===== src/rtl/mem_arbiter.sv =====
// mem_arbiter: byte-serial RAM port shared by IF fetches and MEM loads/stores.
// Define IF_PREEMPT_EN to let a pending load/store abort an in-flight fetch.
module mem_arbiter #(
  parameter int ADDR_WIDTH = 32,
  parameter int DATA_WIDTH = 32
) (
  input  logic                  clk,
  input  logic                  rst,
  input  logic                  if_req,
  input  logic [ADDR_WIDTH-1:0] if_addr,
  output logic                  if_done,
  output logic [DATA_WIDTH-1:0] if_inst,
  input  logic                  mem_req,
  input  logic                  mem_we,
  input  logic [ADDR_WIDTH-1:0] mem_addr,
  input  logic [1:0]            mem_len,
  input  logic [DATA_WIDTH-1:0] mem_wdata,
  output logic                  mem_done,
  output logic [DATA_WIDTH-1:0] mem_rdata,
  input  logic                  branch_flush,
  output logic                  stall_req_if,
  output logic                  stall_req_mem,
  output logic [ADDR_WIDTH-1:0] ram_addr,
  output logic                  ram_we,
  output logic [7:0]            ram_dout,
  input  logic [7:0]            ram_din
);

  typedef enum logic [2:0] {
    IDLE, IF_RD, MEM_RD, MEM_WR, DONE
  } state_t;

  typedef enum logic [1:0] {
    OWN_IF, OWN_LD, OWN_ST
  } own_t;

  state_t                state, state_n;
  own_t                  own;
  logic [2:0]            cnt, cnt_n;
  logic [1:0]            len;
  logic [1:0]            bidx;
  logic [ADDR_WIDTH-1:0] base;
  logic [DATA_WIDTH-1:0] wdata_q, asm_q;
  logic [DATA_WIDTH-1:0] inst_q, rdata_q;
  logic                  acc_if, acc_mem;
  logic                  rd_st, rd_end, wr_end;

  assign rd_st  = (state == IF_RD) || (state == MEM_RD);
  assign rd_end = cnt == ({1'b0, len} + 3'd1);
  assign wr_end = cnt == {1'b0, len};
  assign bidx   = cnt[1:0] - 2'd1;

  always_comb begin
    state_n = state;
    cnt_n   = cnt;
    acc_if  = 1'b0;
    acc_mem = 1'b0;
    unique case (state)
      IDLE: begin
        if (mem_req)
          acc_mem = 1'b1;
        else if (if_req && !branch_flush)
          acc_if = 1'b1;
      end
      IF_RD: begin
`ifdef IF_PREEMPT_EN
        if (mem_req)
          acc_mem = 1'b1;
        else
`endif
        if (branch_flush)
          state_n = IDLE;
        else if (rd_end)
          state_n = DONE;
        else
          cnt_n = cnt + 3'd1;
      end
      MEM_RD: begin
        if (rd_end)
          state_n = DONE;
        else
          cnt_n = cnt + 3'd1;
      end
      MEM_WR: begin
        if (wr_end)
          state_n = DONE;
        else
          cnt_n = cnt + 3'd1;
      end
      DONE:    state_n = IDLE;
      default: state_n = IDLE;
    endcase
    if (acc_mem) begin
      state_n = mem_we ? MEM_WR : MEM_RD;
      cnt_n   = 3'd0;
    end else if (acc_if) begin
      state_n = IF_RD;
      cnt_n   = 3'd0;
    end
  end

  always_ff @(posedge clk) begin
    if (!rst) begin
      state    <= IDLE;
      own      <= OWN_IF;
      cnt      <= 3'd0;
      len      <= 2'd0;
      base     <= '0;
      wdata_q  <= '0;
      asm_q    <= '0;
      inst_q   <= '0;
      rdata_q  <= '0;
      ram_addr <= '0;
    end else begin
      state <= state_n;
      cnt   <= cnt_n;
      // RAM answers one cycle late, so cycle k holds byte k-1
      if (rd_st && cnt != 3'd0)
        asm_q[{bidx, 3'b000} +: 8] <= ram_din;
      if ((rd_st || state == MEM_WR) &&
          state_n == state &&
          cnt_n <= {1'b0, len})
        ram_addr <= base + ADDR_WIDTH'(cnt_n);
      if (acc_mem) begin
        base     <= mem_addr;
        len      <= (mem_len == 2'd2) ? 2'd3 : mem_len;
        own      <= mem_we ? OWN_ST : OWN_LD;
        wdata_q  <= mem_wdata;
        asm_q    <= '0;
        ram_addr <= mem_addr;
      end else if (acc_if) begin
        base     <= if_addr;
        len      <= 2'd3;
        own      <= OWN_IF;
        asm_q    <= '0;
        ram_addr <= if_addr;
      end
      if (if_done)
        inst_q <= asm_q;
      if (mem_done && own == OWN_LD)
        rdata_q <= asm_q;
    end
  end

  assign ram_we   = state == MEM_WR;
  assign ram_dout = ram_we ?
                    wdata_q[{cnt[1:0], 3'b000} +: 8] :
                    8'h00;

  assign if_done  = (state == DONE) &&
                    (own == OWN_IF) &&
                    !branch_flush;
  assign mem_done = (state == DONE) &&
                    (own != OWN_IF);

  assign if_inst   = if_done ? asm_q : inst_q;
  assign mem_rdata = (mem_done && own == OWN_LD) ?
                     asm_q : rdata_q;

  assign stall_req_if  = if_req & ~if_done & ~branch_flush;
  assign stall_req_mem = mem_req & ~mem_done;

endmodule


===== config.mk =====
export PLATFORM = sky130hd
export DESIGN_NAME = mem_arbiter
export DESIGN_NICKNAME = d
export VERILOG_FILES = /design/src/rtl/mem_arbiter.sv
export SDC_FILE = /design/constraint.sdc
export NUM_CORES = 1
export LEC_CHECK = 0
export ABC_AREA = 1
export BUFFER_PORTS_ARGS = -buffer_cell sky130_fd_sc_hd__buf_2
export CAP_MARGIN = 30
export CELL_PAD_IN_SITES_DETAIL_PLACEMENT = 0
export CELL_PAD_IN_SITES_GLOBAL_PLACEMENT = 1
export CORE_MARGIN = 2
export CORE_UTILIZATION = 40
export CTS_BUF_LIST = sky130_fd_sc_hd__clkbuf_8
export CTS_CLUSTER_DIAMETER = 200
export DETAILED_ROUTE_END_ITERATION = 6
export PLACE_DENSITY_LB_ADDON = 0.15
export SYNTH_ARGS = -nofsm -noshare
export SYNTH_HDL_FRONTEND = slang
export SYNTH_SLANG_ARGS = --single-unit

===== constraint.sdc =====
create_clock -name clk -period 3.4 [get_ports clk]
set_input_delay 0.68 -clock clk [delete_from_list [all_inputs] [get_ports clk]]
set_output_delay 0.68 -clock clk [all_outputs]
set_load 0.02 [all_outputs]

## Word level (Yosys, flattened, before mapping)

Index checks and enable logic that the tools add are counted.

- Word-level logic and storage cells: 86
- Register bits: 202
- Input port bits: 112
- Output and inout bits: 109

- Bitwise logic cells: 7
- Reductions and logical operators: 18
- Multiplexer cells: 33
- Add/sub/neg operators: 5
- Eq/ne operators: 9
- $lt $le $gt $ge: 1
- Shifts and indexed selects: 3

Operators with widths:

| kind | count |
|---|---|
| $mux W32 | 7 |
| $add A32 B3 Y32 | 1 |
| $bwmux W32 | 1 |
| $shift A8 B7 Y32 const A | 1 |
| $shiftx A32 B6 Y8 | 1 |
| $shiftx A8 B7 Y32 | 1 |
| $mux W3 | 10 |
| $mux W2 | 6 |
| $pmux W3 S4 | 1 |
| $pmux W3 S3 | 1 |
| $logic_and A1 B1 Y1 | 8 |
| $mux W8 | 1 |
| $neg A5 Y7 | 1 |
| $eq A3 B2 Y1 const B | 2 |
| $eq A3 B3 Y1 | 2 |
| $mux W1 | 6 |
| $reduce_bool A3 Y1 | 2 |
| $not A1 Y1 | 4 |
| $reduce_bool A2 Y1 | 2 |
| $add A2 B1 Y3 const B | 1 |
| $add A3 B1 Y3 const B | 1 |
| $and A1 B1 Y1 | 3 |
| $eq A3 B1 Y1 const B | 1 |
| $eq A3 B2 Y1 | 1 |
| other kinds (10) | 11 |

## Longest topological paths before layout

- Depth in word-level cells: 13
- Mapped depth: 24
- Mapped depth without buffers: 24

## Worst setup path before layout

Ideal clock, no wire load.

- Kind: input port to flip-flop
- From: input branch_flush
- To: register ram_addr[26]
- Stages on the path: 19
- Arrival time: 2.960 ns
- Buffers on the path: 2
- Library setup time: 0.122 ns
- Data required time: 3.278 ns
- Path slack: 0.319 ns
- Path through: inv_1 -> nand2_1 -> nor2_4 -> nor2_8 -> inv_4 -> clkbuf_1 -> buf_1 -> nor2_1 -> fa_1 -> inv_1 -> nand2_2 -> inv_2 -> nor2_8 -> nand2_4 -> nor2_8 -> nand3_1 -> nand3_1 -> nand2_1 -> a21oi_2

- Word-level cells in the longest chain between the ends: 11
- Elaborated cells between the ends (all ways): 22
- Classes of those cells: 1 x add/sub; 1 x order compare; 1 x eq/ne; 14 x mux; 5 x reduce/logical

RTL lines:

| element | line | source |
|---|---|---|
| start, declared | 20 | `input logic branch_flush,` |
| $logic_not A1 Y1 | 62 | `else if (if_req && !branch_flush)` |
| $logic_and A1 B1 Y1 | 62 |  |
| $mux W1 | 62 |  |
| $mux W1 | 60 | `if (mem_req)` |
| $mux W1 | 58 | `unique case (state)` |
| $mux W3 * | 96 | `end else if (acc_if) begin` |
| $mux W3 * | 93 | `if (acc_mem) begin` |
| net cnt_n[1] | 39 | `logic [2:0] cnt, cnt_n;` |
| $add A32 B3 Y32 | 123 | `ram_addr <= base + ADDR_WIDTH'(cnt_n);` |
| $mux W32 | 120 | `if ((rd_st \|\| state == MEM_WR) &&` |
| $mux W32 | 131 | `end else if (acc_if) begin` |
| $mux W32 | 124 | `if (acc_mem) begin` |
| end signal, assigned | 123 |  |
| end signal, assigned | 130 | `ram_addr <= mem_addr;` |
| end signal, assigned | 136 | `ram_addr <= if_addr;` |
| end, declared | 23 | `output logic [ADDR_WIDTH-1:0] ram_addr,` |

Mark *: on every way through the listed nets, which the timed path passes. The rest lies on a longest branch. The select of a mux whose other input is x is not followed.
A chain may end at the register's enable or synchronous reset.

## Worst setup path in the final report

- From: register state[1]
- To: output mem_rdata[13]

- Word-level cells in the longest chain between the ends: 4

RTL lines:

| element | line | source |
|---|---|---|
| start, declared | 37 | `state_t state, state_n;` |
| start signal, assigned | 115 | `state <= state_n;` |
| $eq A3 B3 Y1 | 153 | `assign mem_done = (state == DONE) &&` |
| $logic_and A1 B1 Y1 | 153 |  |
| $logic_and A1 B1 Y1 | 157 | `assign mem_rdata = (mem_done && own == OWN_LD) ?` |
| $mux W32 | - |  |
| end, declared | 19 | `output logic [DATA_WIDTH-1:0] mem_rdata,` |

No other way between the ends.

==> reports/qor.csv <==
stage;metric;value;unit
yosys;ys_types;49;
timing;period_share;92.1;%
yosys;ys.warnings.count;0;
power_and_ir_drop;power_density;593;nW/µm²
global_routing;grt_max_degree;90;
cts;htreeDepth;2;
detailed_routing;vias;9949;
cts;insertion_delay;0.55;ns
timing;slew_violations;0;
timing;fmax;319;MHz
cts;cts_tree;yes;
cts;postCtsSetupBuffers;0;
global_routing;grt_pass1_wl;48600;µm
yosys;synthCells;1446;
timing;setup_ws;0.268;ns
floorplan;core;24500;µm²
finish;fillCellCount;2549;
timing;tightest_slew;0.800;ns
worst_setup_path;critPathSlowestCell;dfxtp_1;
worst_setup_path;crit_chain;nor2_2 > nand2_1 > a21oi_1 > nand3_2 > buf_4 > o21ai_0 > inv_1 > buf_2;
finish;fin_cells;1994;
worst_setup_path;cp_slowest_stage_delay;0.35;ns
finish;final_common_cell;nand2_1;
placed_design;io_buffers;220;
floorplan;die_area;26400;µm²
global_routing;antenna_found_initial;0;
finish;final_util;49.5;%
yosys;yosys.area.top_type_share;40.3;%
floorplan;die_w;162;µm
placed_design;dp.cells;1933;
yosys;synth-async-reset-ratio;0;%
placed_design;pre_cts_ws;0.288;ns
finish;multi_input_area;4830;µm²
placed_design;place.gp.congestion;0.913;
timing;hold_violations;0;
worst_setup_path;crit_arrival;2.45;ns
worst_setup_path;r2r_cells;21;
power_and_ir_drop;ir_drop;352;µV
global_routing;grt_usage;22.8;%
placed_design;dp_hpwl;22000;µm
finish;n_antenna_cell;0;
floorplan;initial_core_util;41.0;%
cts;cts_made_buffers;37;
floorplan;num_rows;57;
yosys;yosysSeqAreaShare;40.3;%
timing;tns;0;ns
yosys;ys_ff_latch;202;
global_routing;overflow;0;
yosys;synth_edf_count;0;
worst_setup_path;required;2.72;ns
finish;drive_gt1_share;22.5;%
cts;cts.sinks;202;
finish;final_cell_mix;228 x nand2_1, 226 x inv_1, 220 x buf_2;
worst_setup_path;crit_type;reg -> out;
min_path;hp-class;in -> reg;
power_and_ir_drop;power_leakage;0.00627;µW
finish;seqCellArea;4040;µm²
yosys;synthesis.area;10000;µm²
worst_setup_path;start_kind;flop;
timing;finClkSkew;0.0244;ns
detailed_routing;drt_wl_total;30900;µm
global_routing;grt_pass1_vias;9138;
detailed_routing;drt.antenna.violating_nets;0;
yosys;netlist_top_cells_area;dfxtp_1 40%, o21ai_0 9.1%, nand2_1 8.6%;
yosys;synth_fp_nets;1570;
finish;area_delta_synth_final;20.8;%
detailed_routing;drc;0;
detailed_routing;viasPerCell;4.99;
cts;cts-root-buf;clkbuf_8;
timing;relSlewSlack;46.6;%
timing;finalSetupViolations;0;
detailed_routing;first_pass_iters;5;
job;maxCapViolCount;0;
floorplan;ioPinCount;221;
cts;clk_pin_slew;0.06;ns
finish;final_nets;1772;
detailed_routing;post_drt_wl_per_cell;15.5;µm
yosys;synth_area_leader_cell;dfxtp_1;
timing;grt_setup_unrepaired;no;
floorplan;die_y;162;µm
worst_setup_path;end_kind;output pin;
yosys;synth-main-ff-cell;dfxtp_1;
yosys;avgSynthCellArea;6.94;µm²
min_path;min_path_cells;3;
cts;clockBufferDepth;3;
detailed_routing;drt_iter0_markers;787;
outcome;status;complete, no violations;
timing;min_period;3.13;ns
worst_setup_path;crit_path_max_fanout;64;
-- registers in the layout (all words and copies together), names as in the netlist --
| signal | cells |
|---|---|
| base | 32 |
| asm_q | 32 |
| ram_addr | 32 |
| inst_q | 32 |
| wdata_q | 32 |
| own | 2 |
| len | 2 |
| cnt | 3 |
| state | 3 |
| rdata_q | 32 |
-- final cells by class --
class	count	share of cell area, %
multi-input combinational	942	39.9
clock buffer	44	5.00
tap	324	3.35
sequential	202	33.4
inverter	224	7.00
timing repair buffer	241	10.7
clock inverter	17	0.723
-- layer usage --
metal	routed length (µm)	vias to the layer above	track usage, %
met5	0	-	0
met4	534	0	6.36
met3	2130	38	4.20
met2	13900	328	36.1
met1	14400	4489	31.8
li1	-	5094	-
-- synth_stat cells, drive strengths merged (2+ instances only) --
cell / count
or3: 16
nor4: 3
xor2: 5
clkbuf: 59
o211ai: 3
o21ai: 192
a21oi: 112
a211oi: 25
buf: 19
nor3: 19
inv: 222
nand3: 57
nand4: 15
a31oi: 40
ha: 11
nor2: 153
a22oi: 3
o22ai: 3
clkinv: 2
nand2: 242
dfxtp: 202
or2: 36
-- logic make-up after synthesis --
kind of cell	share of synthesized area, %
buffers and inverters	11.7
XOR/XNOR	0.437
AND/OR/NAND/NOR	25.3
flip-flops	40.3
adder cells (fa/ha/maj)	1.57
AO/OA/AOI/OAI	20.6
-- where the power goes --
part / internal (µW) / switching [µW]
registers: 2670 / 216
logic: 665 / 1420
clock network: 1180 / 1030
total: 4520 / 2670
-- final timing paths --
| path | startpoint | to | slack (ns) |
|---|---|---|---|
| min | mem_wdata[31] | wdata_q[31] | 0.37 |
| min reg2reg | wdata_q[8] | wdata_q[8] | 0.45 |
| max | state[1] | mem_rdata[13] | 0.27 |
| max reg2reg | len[0] | ram_addr[12] | 0.41 |
-- critical path: cells and delay by family, from the launching register on --
kind	cells	cell delay, ns
AOI/OAI and AO/OA	2	0.56
buffers and inverters	3	0.57
and+or+nand+nor	3	0.40
DFF	1	0.35
-- timing repair --
item / 4_1_cts / 5_1_grt
hold buffers: 0 / 0
endpoints found under the setup margin: 0 / 15
resized for setup: 0 / 4
-- per-stage QoR --
step           hold slack [ns]  instance area (µm²)  total power [µW]
2_1_floorplan            0.430                10000              4310
3_3_place_gp             0.441                11400              5000
3_5_place_dp             0.444                11400              5000
4_1_cts                  0.351                12100              7250
5_1_grt                  0.375                12100              7630
6_report                 0.369                12100              7180
Note: power is estimated with default switching activity, not from simulation.
